===== config.mk =====
export PLATFORM = sky130hd
export DESIGN_NAME = da_dds_send
export DESIGN_NICKNAME = d
export VERILOG_FILES = /design/src/rtl/da_dds_pkg.sv /design/src/rtl/da_phase_acc.sv /design/src/rtl/da_dds_send.sv
export SDC_FILE = /design/constraint.sdc
export NUM_CORES = 1
export LEC_CHECK = 0
export CAP_MARGIN = 10
export CORE_MARGIN = 2
export CORE_UTILIZATION = 54
export CTS_CLUSTER_DIAMETER = 50
export DETAILED_ROUTE_END_ITERATION = 10
export PLACE_DENSITY = 0.77
export SLEW_MARGIN = 0
export SYNTH_ARGS = -nofsm -noshare
export SYNTH_HDL_FRONTEND = slang
export SYNTH_SLANG_ARGS = --single-unit

===== constraint.sdc =====
create_clock -name clk -period 5.3 [get_ports clk]
set_input_delay 0.53 -clock clk [delete_from_list [all_inputs] [get_ports clk]]
set_output_delay 0.53 -clock clk [all_outputs]
set_load 0.005 [all_outputs]

===== src/rtl/da_dds_pkg.sv =====
// da_dds_pkg: shared types and constants for the DDS DAC sample generator.
//   mode_e     - waveform select (ROM / saw / square / triangle)
//   AMP_W      - width of the gain word
//   AMP_UNITY  - gain value that passes samples through unchanged
//   mid_code() - midscale code of an offset-binary sample of a given width
//   clamp_amp()- limits a gain word to unity
package da_dds_pkg;

  typedef enum logic [1:0] {
    MODE_ROM = 2'd0,
    MODE_SAW = 2'd1,
    MODE_SQR = 2'd2,
    MODE_TRI = 2'd3
  } mode_e;

  localparam int AMP_W = 9;
  localparam logic [AMP_W-1:0] AMP_UNITY = 9'd256;

  function automatic int unsigned mid_code(input int unsigned data_w);
    return 32'd1 << (data_w - 1);
  endfunction

  // Gains above unity are limited so the scaling stage can never overflow.
  function automatic logic [AMP_W-1:0] clamp_amp(input logic [AMP_W-1:0] amp);
    return (amp > AMP_UNITY) ? AMP_UNITY : amp;
  endfunction

endpackage


===== src/rtl/da_phase_acc.sv =====
// da_phase_acc: phase accumulator with a shadowed configuration interface.
// A config word is captured into a shadow register when cfg_valid && cfg_ready
// and is copied to the live registers only at a phase wrap (or at once while
// stopped), so a running waveform never changes mid-period.
// Ports:
//   clk, rst_n             - clock, async active-low reset
//   en                     - run enable (accumulator advances when high)
//   cfg_valid/cfg_ready    - config handshake
//   cfg_ftw/mode/amp       - requested tuning word, waveform, gain
//   mode, amp              - live waveform and gain
//   rd_addr                - registered ROM address
//   phase                  - top DATA_W phase bits, aligned with rd_addr
//   carry                  - wrap flag, aligned with rd_addr
//   valid                  - en at address issue, aligned with rd_addr
module da_phase_acc
  import da_dds_pkg::*;
#(
  parameter int              ACC_W   = 32,
  parameter int              ADDR_W  = 8,
  parameter int              DATA_W  = 8,
  parameter logic [ACC_W-1:0] FTW_RST = ACC_W'(32'h0100_0000)
) (
  input  logic              clk,
  input  logic              rst_n,
  input  logic              en,
  input  logic              cfg_valid,
  output logic              cfg_ready,
  input  logic [ACC_W-1:0]  cfg_ftw,
  input  logic [1:0]        cfg_mode,
  input  logic [AMP_W-1:0]  cfg_amp,
  output mode_e             mode,
  output logic [AMP_W-1:0]  amp,
  output logic [ADDR_W-1:0] rd_addr,
  output logic [DATA_W-1:0] phase,
  output logic              carry,
  output logic              valid
);

  logic [ACC_W-1:0] acc;
  logic [ACC_W-1:0] ftw;
  logic [ACC_W-1:0] sh_ftw;
  mode_e            sh_mode;
  logic [AMP_W-1:0] sh_amp;
  logic             pending;

  logic [ACC_W:0]   sum;
  logic [ACC_W-1:0] acc_next;
  logic             add_carry;
  logic             apply;
  logic             transfer;

  assign sum       = {1'b0, acc} + {1'b0, ftw};
  assign add_carry = en & sum[ACC_W];
  assign acc_next  = en ? sum[ACC_W-1:0] : acc;

  // Apply waits for a wrap while running; a stopped generator applies at once.
  // Transfer and apply are mutually exclusive because transfer needs !pending.
  assign apply     = pending & (~en | add_carry);
  assign transfer  = cfg_valid & ~pending;
  assign cfg_ready = ~pending;

  always_ff @(posedge clk or negedge rst_n) begin
    if (!rst_n) begin
      acc     <= '0;
      ftw     <= FTW_RST;
      mode    <= MODE_ROM;
      amp     <= AMP_UNITY;
      sh_ftw  <= FTW_RST;
      sh_mode <= MODE_ROM;
      sh_amp  <= AMP_UNITY;
      pending <= 1'b0;
      rd_addr <= '0;
      phase   <= '0;
      carry   <= 1'b0;
      valid   <= 1'b0;
    end else begin
      acc     <= acc_next;
      rd_addr <= acc_next[ACC_W-1 -: ADDR_W];
      phase   <= acc_next[ACC_W-1 -: DATA_W];
      carry   <= add_carry;
      valid   <= en;
      if (apply) begin
        ftw     <= sh_ftw;
        mode    <= sh_mode;
        amp     <= sh_amp;
        pending <= 1'b0;
      end else if (transfer) begin
        sh_ftw  <= cfg_ftw;
        sh_mode <= mode_e'(cfg_mode);
        sh_amp  <= clamp_amp(cfg_amp);
        pending <= 1'b1;
      end
    end
  end

endmodule


===== src/rtl/da_dds_send.sv =====
// da_dds_send: DDS sample generator driving a parallel offset-binary DAC.
// The phase accumulator addresses an external wave ROM; the returned sample
// (or a synthesised saw/square/triangle) is gain-scaled about midscale and
// registered onto the DAC pins.
// Ports:
//   clk, rst_n          - sample clock, async active-low reset
//   en                  - run enable
//   cfg_valid/cfg_ready - config handshake; cfg_ftw/cfg_mode/cfg_amp payload
//   rd_addr, rd_data    - external ROM address out / data in (ROM_LAT cycles)
//   da_clk              - DAC clock (same as clk)
//   da_data, da_valid   - registered DAC sample and its running flag
//   wrap                - pulse with the first sample after a phase wrap
module da_dds_send
  import da_dds_pkg::*;
#(
  parameter int               ACC_W   = 32,
  parameter int               ADDR_W  = 8,
  parameter int               DATA_W  = 8,
  parameter int               ROM_LAT = 1,
  parameter logic [ACC_W-1:0] FTW_RST = ACC_W'(32'h0100_0000)
) (
  input  logic              clk,
  input  logic              rst_n,
  input  logic              en,
  input  logic              cfg_valid,
  output logic              cfg_ready,
  input  logic [ACC_W-1:0]  cfg_ftw,
  input  logic [1:0]        cfg_mode,
  input  logic [AMP_W-1:0]  cfg_amp,
  output logic [ADDR_W-1:0] rd_addr,
  input  logic [DATA_W-1:0] rd_data,
  output logic              da_clk,
  output logic [DATA_W-1:0] da_data,
  output logic              da_valid,
  output logic              wrap
);

  localparam logic [DATA_W-1:0] MID = DATA_W'(mid_code(DATA_W));

  mode_e             live_mode;
  logic [AMP_W-1:0]  live_amp;
  logic [DATA_W-1:0] phase;
  logic              acc_carry;
  logic              acc_valid;

  assign da_clk = clk;

  da_phase_acc #(
    .ACC_W   (ACC_W),
    .ADDR_W  (ADDR_W),
    .DATA_W  (DATA_W),
    .FTW_RST (FTW_RST)
  ) u_acc (
    .clk       (clk),
    .rst_n     (rst_n),
    .en        (en),
    .cfg_valid (cfg_valid),
    .cfg_ready (cfg_ready),
    .cfg_ftw   (cfg_ftw),
    .cfg_mode  (cfg_mode),
    .cfg_amp   (cfg_amp),
    .mode      (live_mode),
    .amp       (live_amp),
    .rd_addr   (rd_addr),
    .phase     (phase),
    .carry     (acc_carry),
    .valid     (acc_valid)
  );

  // Side-band delay line: phase, mode, gain, valid and wrap ride ROM_LAT
  // stages so the last stage lines up with rd_data for the same address.
  logic [DATA_W-1:0] p_dl     [ROM_LAT];
  mode_e             mode_dl  [ROM_LAT];
  logic [AMP_W-1:0]  amp_dl   [ROM_LAT];
  logic              valid_dl [ROM_LAT];
  logic              wrap_dl  [ROM_LAT];

  always_ff @(posedge clk or negedge rst_n) begin
    if (!rst_n) begin
      for (int i = 0; i < ROM_LAT; i++) begin
        p_dl[i]     <= '0;
        mode_dl[i]  <= MODE_ROM;
        amp_dl[i]   <= AMP_UNITY;
        valid_dl[i] <= 1'b0;
        wrap_dl[i]  <= 1'b0;
      end
    end else begin
      p_dl[0]     <= phase;
      mode_dl[0]  <= live_mode;
      amp_dl[0]   <= live_amp;
      valid_dl[0] <= acc_valid;
      wrap_dl[0]  <= acc_carry;
      for (int i = 1; i < ROM_LAT; i++) begin
        p_dl[i]     <= p_dl[i-1];
        mode_dl[i]  <= mode_dl[i-1];
        amp_dl[i]   <= amp_dl[i-1];
        valid_dl[i] <= valid_dl[i-1];
        wrap_dl[i]  <= wrap_dl[i-1];
      end
    end
  end

  logic [DATA_W-1:0] p_al;
  logic [DATA_W-1:0] p_dbl;
  logic [DATA_W-1:0] sample;

  assign p_al  = p_dl[ROM_LAT-1];
  assign p_dbl = {p_al[DATA_W-2:0], 1'b0};

  // Triangle folds the doubled phase in the upper half so the ramp turns
  // at the MSB and returns symmetrically.
  always_comb begin
    sample = rd_data;
    unique case (mode_dl[ROM_LAT-1])
      MODE_ROM: sample = rd_data;
      MODE_SAW: sample = p_al;
      MODE_SQR: sample = p_al[DATA_W-1] ? '1 : '0;
      MODE_TRI: sample = p_al[DATA_W-1] ? ~p_dbl : p_dbl;
      default:  sample = rd_data;
    endcase
  end

  // Gain about midscale: the true product always fits because gain <= unity,
  // so the wide intermediate only exists to keep the arithmetic signed.
  logic signed [DATA_W:0]    diff;
  logic signed [DATA_W+10:0] diff_ext;
  logic signed [DATA_W+10:0] amp_ext;
  logic signed [DATA_W+10:0] prod;
  logic signed [DATA_W+10:0] shifted;
  logic        [DATA_W-1:0]  scaled;

  assign diff     = $signed({1'b0, sample}) - $signed({1'b0, MID});
  assign diff_ext = (DATA_W+11)'(diff);
  assign amp_ext  = (DATA_W+11)'($signed({1'b0, amp_dl[ROM_LAT-1]}));
  assign prod     = diff_ext * amp_ext;
  assign shifted  = prod >>> 8;
  assign scaled   = MID + shifted[DATA_W-1:0];

  always_ff @(posedge clk or negedge rst_n) begin
    if (!rst_n) begin
      da_data  <= MID;
      da_valid <= 1'b0;
      wrap     <= 1'b0;
    end else if (valid_dl[ROM_LAT-1]) begin
      da_data  <= scaled;
      da_valid <= 1'b1;
      wrap     <= wrap_dl[ROM_LAT-1];
    end else begin
      da_data  <= MID;
      da_valid <= 1'b0;
      wrap     <= 1'b0;
    end
  end

endmodule


==> reports/metrics.cfg <==
[run_status]
failed_checks=negative setup slack
outcome=finished, violations left

[sta]
rsz0062_at_grt=true
post_route_clock_period_utilization_pct=101
timing.final.ws_setup_ns=-0.0560
tightestPinTransition_ns=1.02
hold_slack_ns=0.0918
clock-skew-final_ns=0.00726
fin_crit_ns=5.36
achievable-frequency_ghz=0.187
final-setup-viol-count=2
maxSlewViolCount=0
max_slew_margin_pct=32.0
timing.final.hold_violations=0
final.setup.tns_ns=-0.0636

[finish]
utilization_pct=65.4
area_growth_pct=19.8
layout-drive-gt1-share_pct=17.9
antenna_cells=0
num-nets-final=1210

[route]
met2_wirelength_um=9980
tritonroute_pass_1_iters=4
wl_um=19600
drt-met1-wl_um=8490
drc_errors=0
top_layer=met4
routed-wl-met3_um=640
via_count=6807
route.detailed.wl_per_inst_um=15.4
antenna_left=0
ratio_of_routed_vias_to_standard_cells=5.32
detailedRoute.firstIterationViolations=403

[placed_design]
globalplace.congestion=0.877
numPortBuffers=74
placement.setup.worst_slack_ns=-0.460
detailedPlacementHpwl_um=14100

[critical_path]
critical-path-top-cell-by-count=fa_1
crit_arrival_ns=5.82
worstPathMaxFanout=7
critical_path.startpoint_type=flip-flop
crit_chain=buf_6 > buf_6 > mux2i_2 > o21ai_2 > and2_4 > fa_1 > inv_2 > fa_1 > inv_1 > fa_1 > fa_1 > inv_2 > fa_1 > inv_2 > ha_4 > nand4_1 > o211ai_1 > nand2_1 > o2111ai_2 > a21oi_2 > xnor2_1 > nand2_1
setup.worst_path.class=reg -> reg
end_kind=flip-flop
worst_path_dominant_cell_family=adder cells
critPathBufInv=6
cp.required_ns=5.76
crit_slowest_cell=fa_1
critPathMaxStageDelay_ns=0.54

[floorplanning]
io_pins=75
core_area_um2=17800
initial_utilization_pct=54.6
die_w_um=138
row_count=49
dieArea_um2=19100
die-height_um=138

[synthesis]
post_synth_inst_count=943
synthesis.area_per_instance_um2=10.3
ys_async_sr_fraction_pct=100
synthesis.area_um2=9740
synth_largest_area_cell=dfrtp_1
mappedNetlistNets=1115
synth.top_cell.area_share_pct=37.5
postSynth.topFlopCell=dfrtp_1
netlist_top_cells_count=nand2_1 (191), dfrtp_1 (146), inv_1 (69)
postSynthRegisterBits=152
ys_seq_area_share_pct=39.1
yosysMostFrequentCell=nand2_1
yosysWarningCount=0
synth-edff-count=0
synthDistinctLibCells=48
synthTopCellsByArea=dfrtp_1 (38%), fa_1 (10%), ha_1 (8.6%)

[grt]
grt_overflow=0
grt_antenna_before_repair=0
gr-usage-all-layers_pct=21.7
grt_pass1_wl_um=33600
via_count_of_the_first_global_routing_pass=7201
grt_max_degree=103

[clock_network]
cts_hold_buf=0
source_to_sink_clock_delay_at_the_later_pin_of_the_worst_skew_pair_ns=0.54
clk_transition_reported_paths_ns=0.07
tritoncts=built

[flow_run]
max_cap_viol_count=0

[min_path]
worstHoldPathType=in -> async

==> worst reg2reg max path, delay by kind of cell (launching register included) <==
kind | cells | cell delay (ns)
compound gates | 4 | 0.80
buf+inv | 6 | 0.46
xor+xnor | 1 | 0.14
mux | 1 | 0.18
fa+ha+maj | 6 | 2.80
simple gates | 4 | 0.50
flops | 1 | 0.44
==> path summary, 6_finish.rpt <==
path | cells after the start | startpoint | end | slack (ns)
hold reg to reg | 0 | u_acc.valid$_DFF_PN0_ | valid_dl$_DFF_PN0_ | 0.35
hold / removal | 1 | rst_n | da_data[2]$_DFF_PN0_ | 0.09
setup reg to reg | 22 | mode_dl[0]$_DFF_PN0_ | da_data[7]$_DFF_PN1_ | -0.06
setup / recovery | 22 | mode_dl[0]$_DFF_PN0_ | da_data[7]$_DFF_PN1_ | -0.06
min in group clk | 0 | u_acc.valid$_DFF_PN0_ | valid_dl$_DFF_PN0_ | 0.35
max in group asynchronous | 2 | rst_n | u_acc.ftw[15]$_DFFE_PN0P_ | 4.01
==> sequential cells by signal, summed over array words and instances (netlist names), 2 cells and up <==
signal	cells
da_data	8
amp_dl	9
u_acc.acc	24
u_acc.mode	2
u_acc.sh_ftw	32
u_acc.rd_addr	8
u_acc.amp	9
p_al	8
u_acc.ftw	32
u_acc.sh_mode	2
mode_dl	2
u_acc.sh_amp	9
==> cell families after synthesis <==
kind of cell | synth area share [%]
xor gates and xnor gates | 4.14
and+or+nand+nor | 15.2
AOI/OAI and AO/OA | 7.58
buffers and inverters | 5.09
DFF | 39.1
muxes | 10.0
adders and majority gates | 18.9
==> cell type report <==
type                       count  area [um^2]
sequential                   152         3810
inverter                      69          259
multi-input combinational    678         5550
timing repair buffer         116         1070
clock buffer                  23          538
tap                          229          287
fill                        1375         6180
clock inverter                12          141
==> metal layers <==
layer  GRT usage [%]  vias up
li1                -     3279
met2            37.9      124
met5               0        -
met3            4.75       47
met4            7.73        0
met1            26.7     3357
==> stage by stage <==
step | cell area (um^2) | instances
final | 11700 | 1279
after global routing | 11700 | 1279
after CTS | 11600 | 1276
after detailed placement | 10800 | 1235
after global placement | 10800 | 1235
after floorplan | 9790 | 943
==> cell usage in the layout (no fill, tap or decap), types with 4 or more instances in the layout <==
master           instances
a21oi_1                 31
o211ai_1                 6
ha_1                    66
buf_6                    6
dfrtp_1                144
fa_1                    50
nand4_1                  6
nand3b_1                 8
clkbuf_16               20
nand3_1                  9
o21a_1                   7
nor2_1                  39
xor2_1                  15
xnor2_1                 30
mux2_1                   5
nand2b_1                11
and2_1                  35
clkdlybuf4s50_1         73
nor3_1                   8
mux2_4                  39
nor2b_1                 11
mux2_2                  26
o21ai_1                  4
a21oi_2                  6
nand2_1                191
dfstp_2                  6
buf_4                   38
a21o_1                  12
o21ai_0                 15
inv_1                   66
==> repair_timing <==
action                     4_1_cts  5_1_grt
gates resized for setup         11       18
gates cloned                     0        0
hold endpoints to repair         0        0
pin swaps                       15       18
setup endpoints to repair        8        8
setup buffers                    7        4
Power is not shown: default switching activity piles up to over one toggle a cycle in this logic, so the estimate is an artifact.
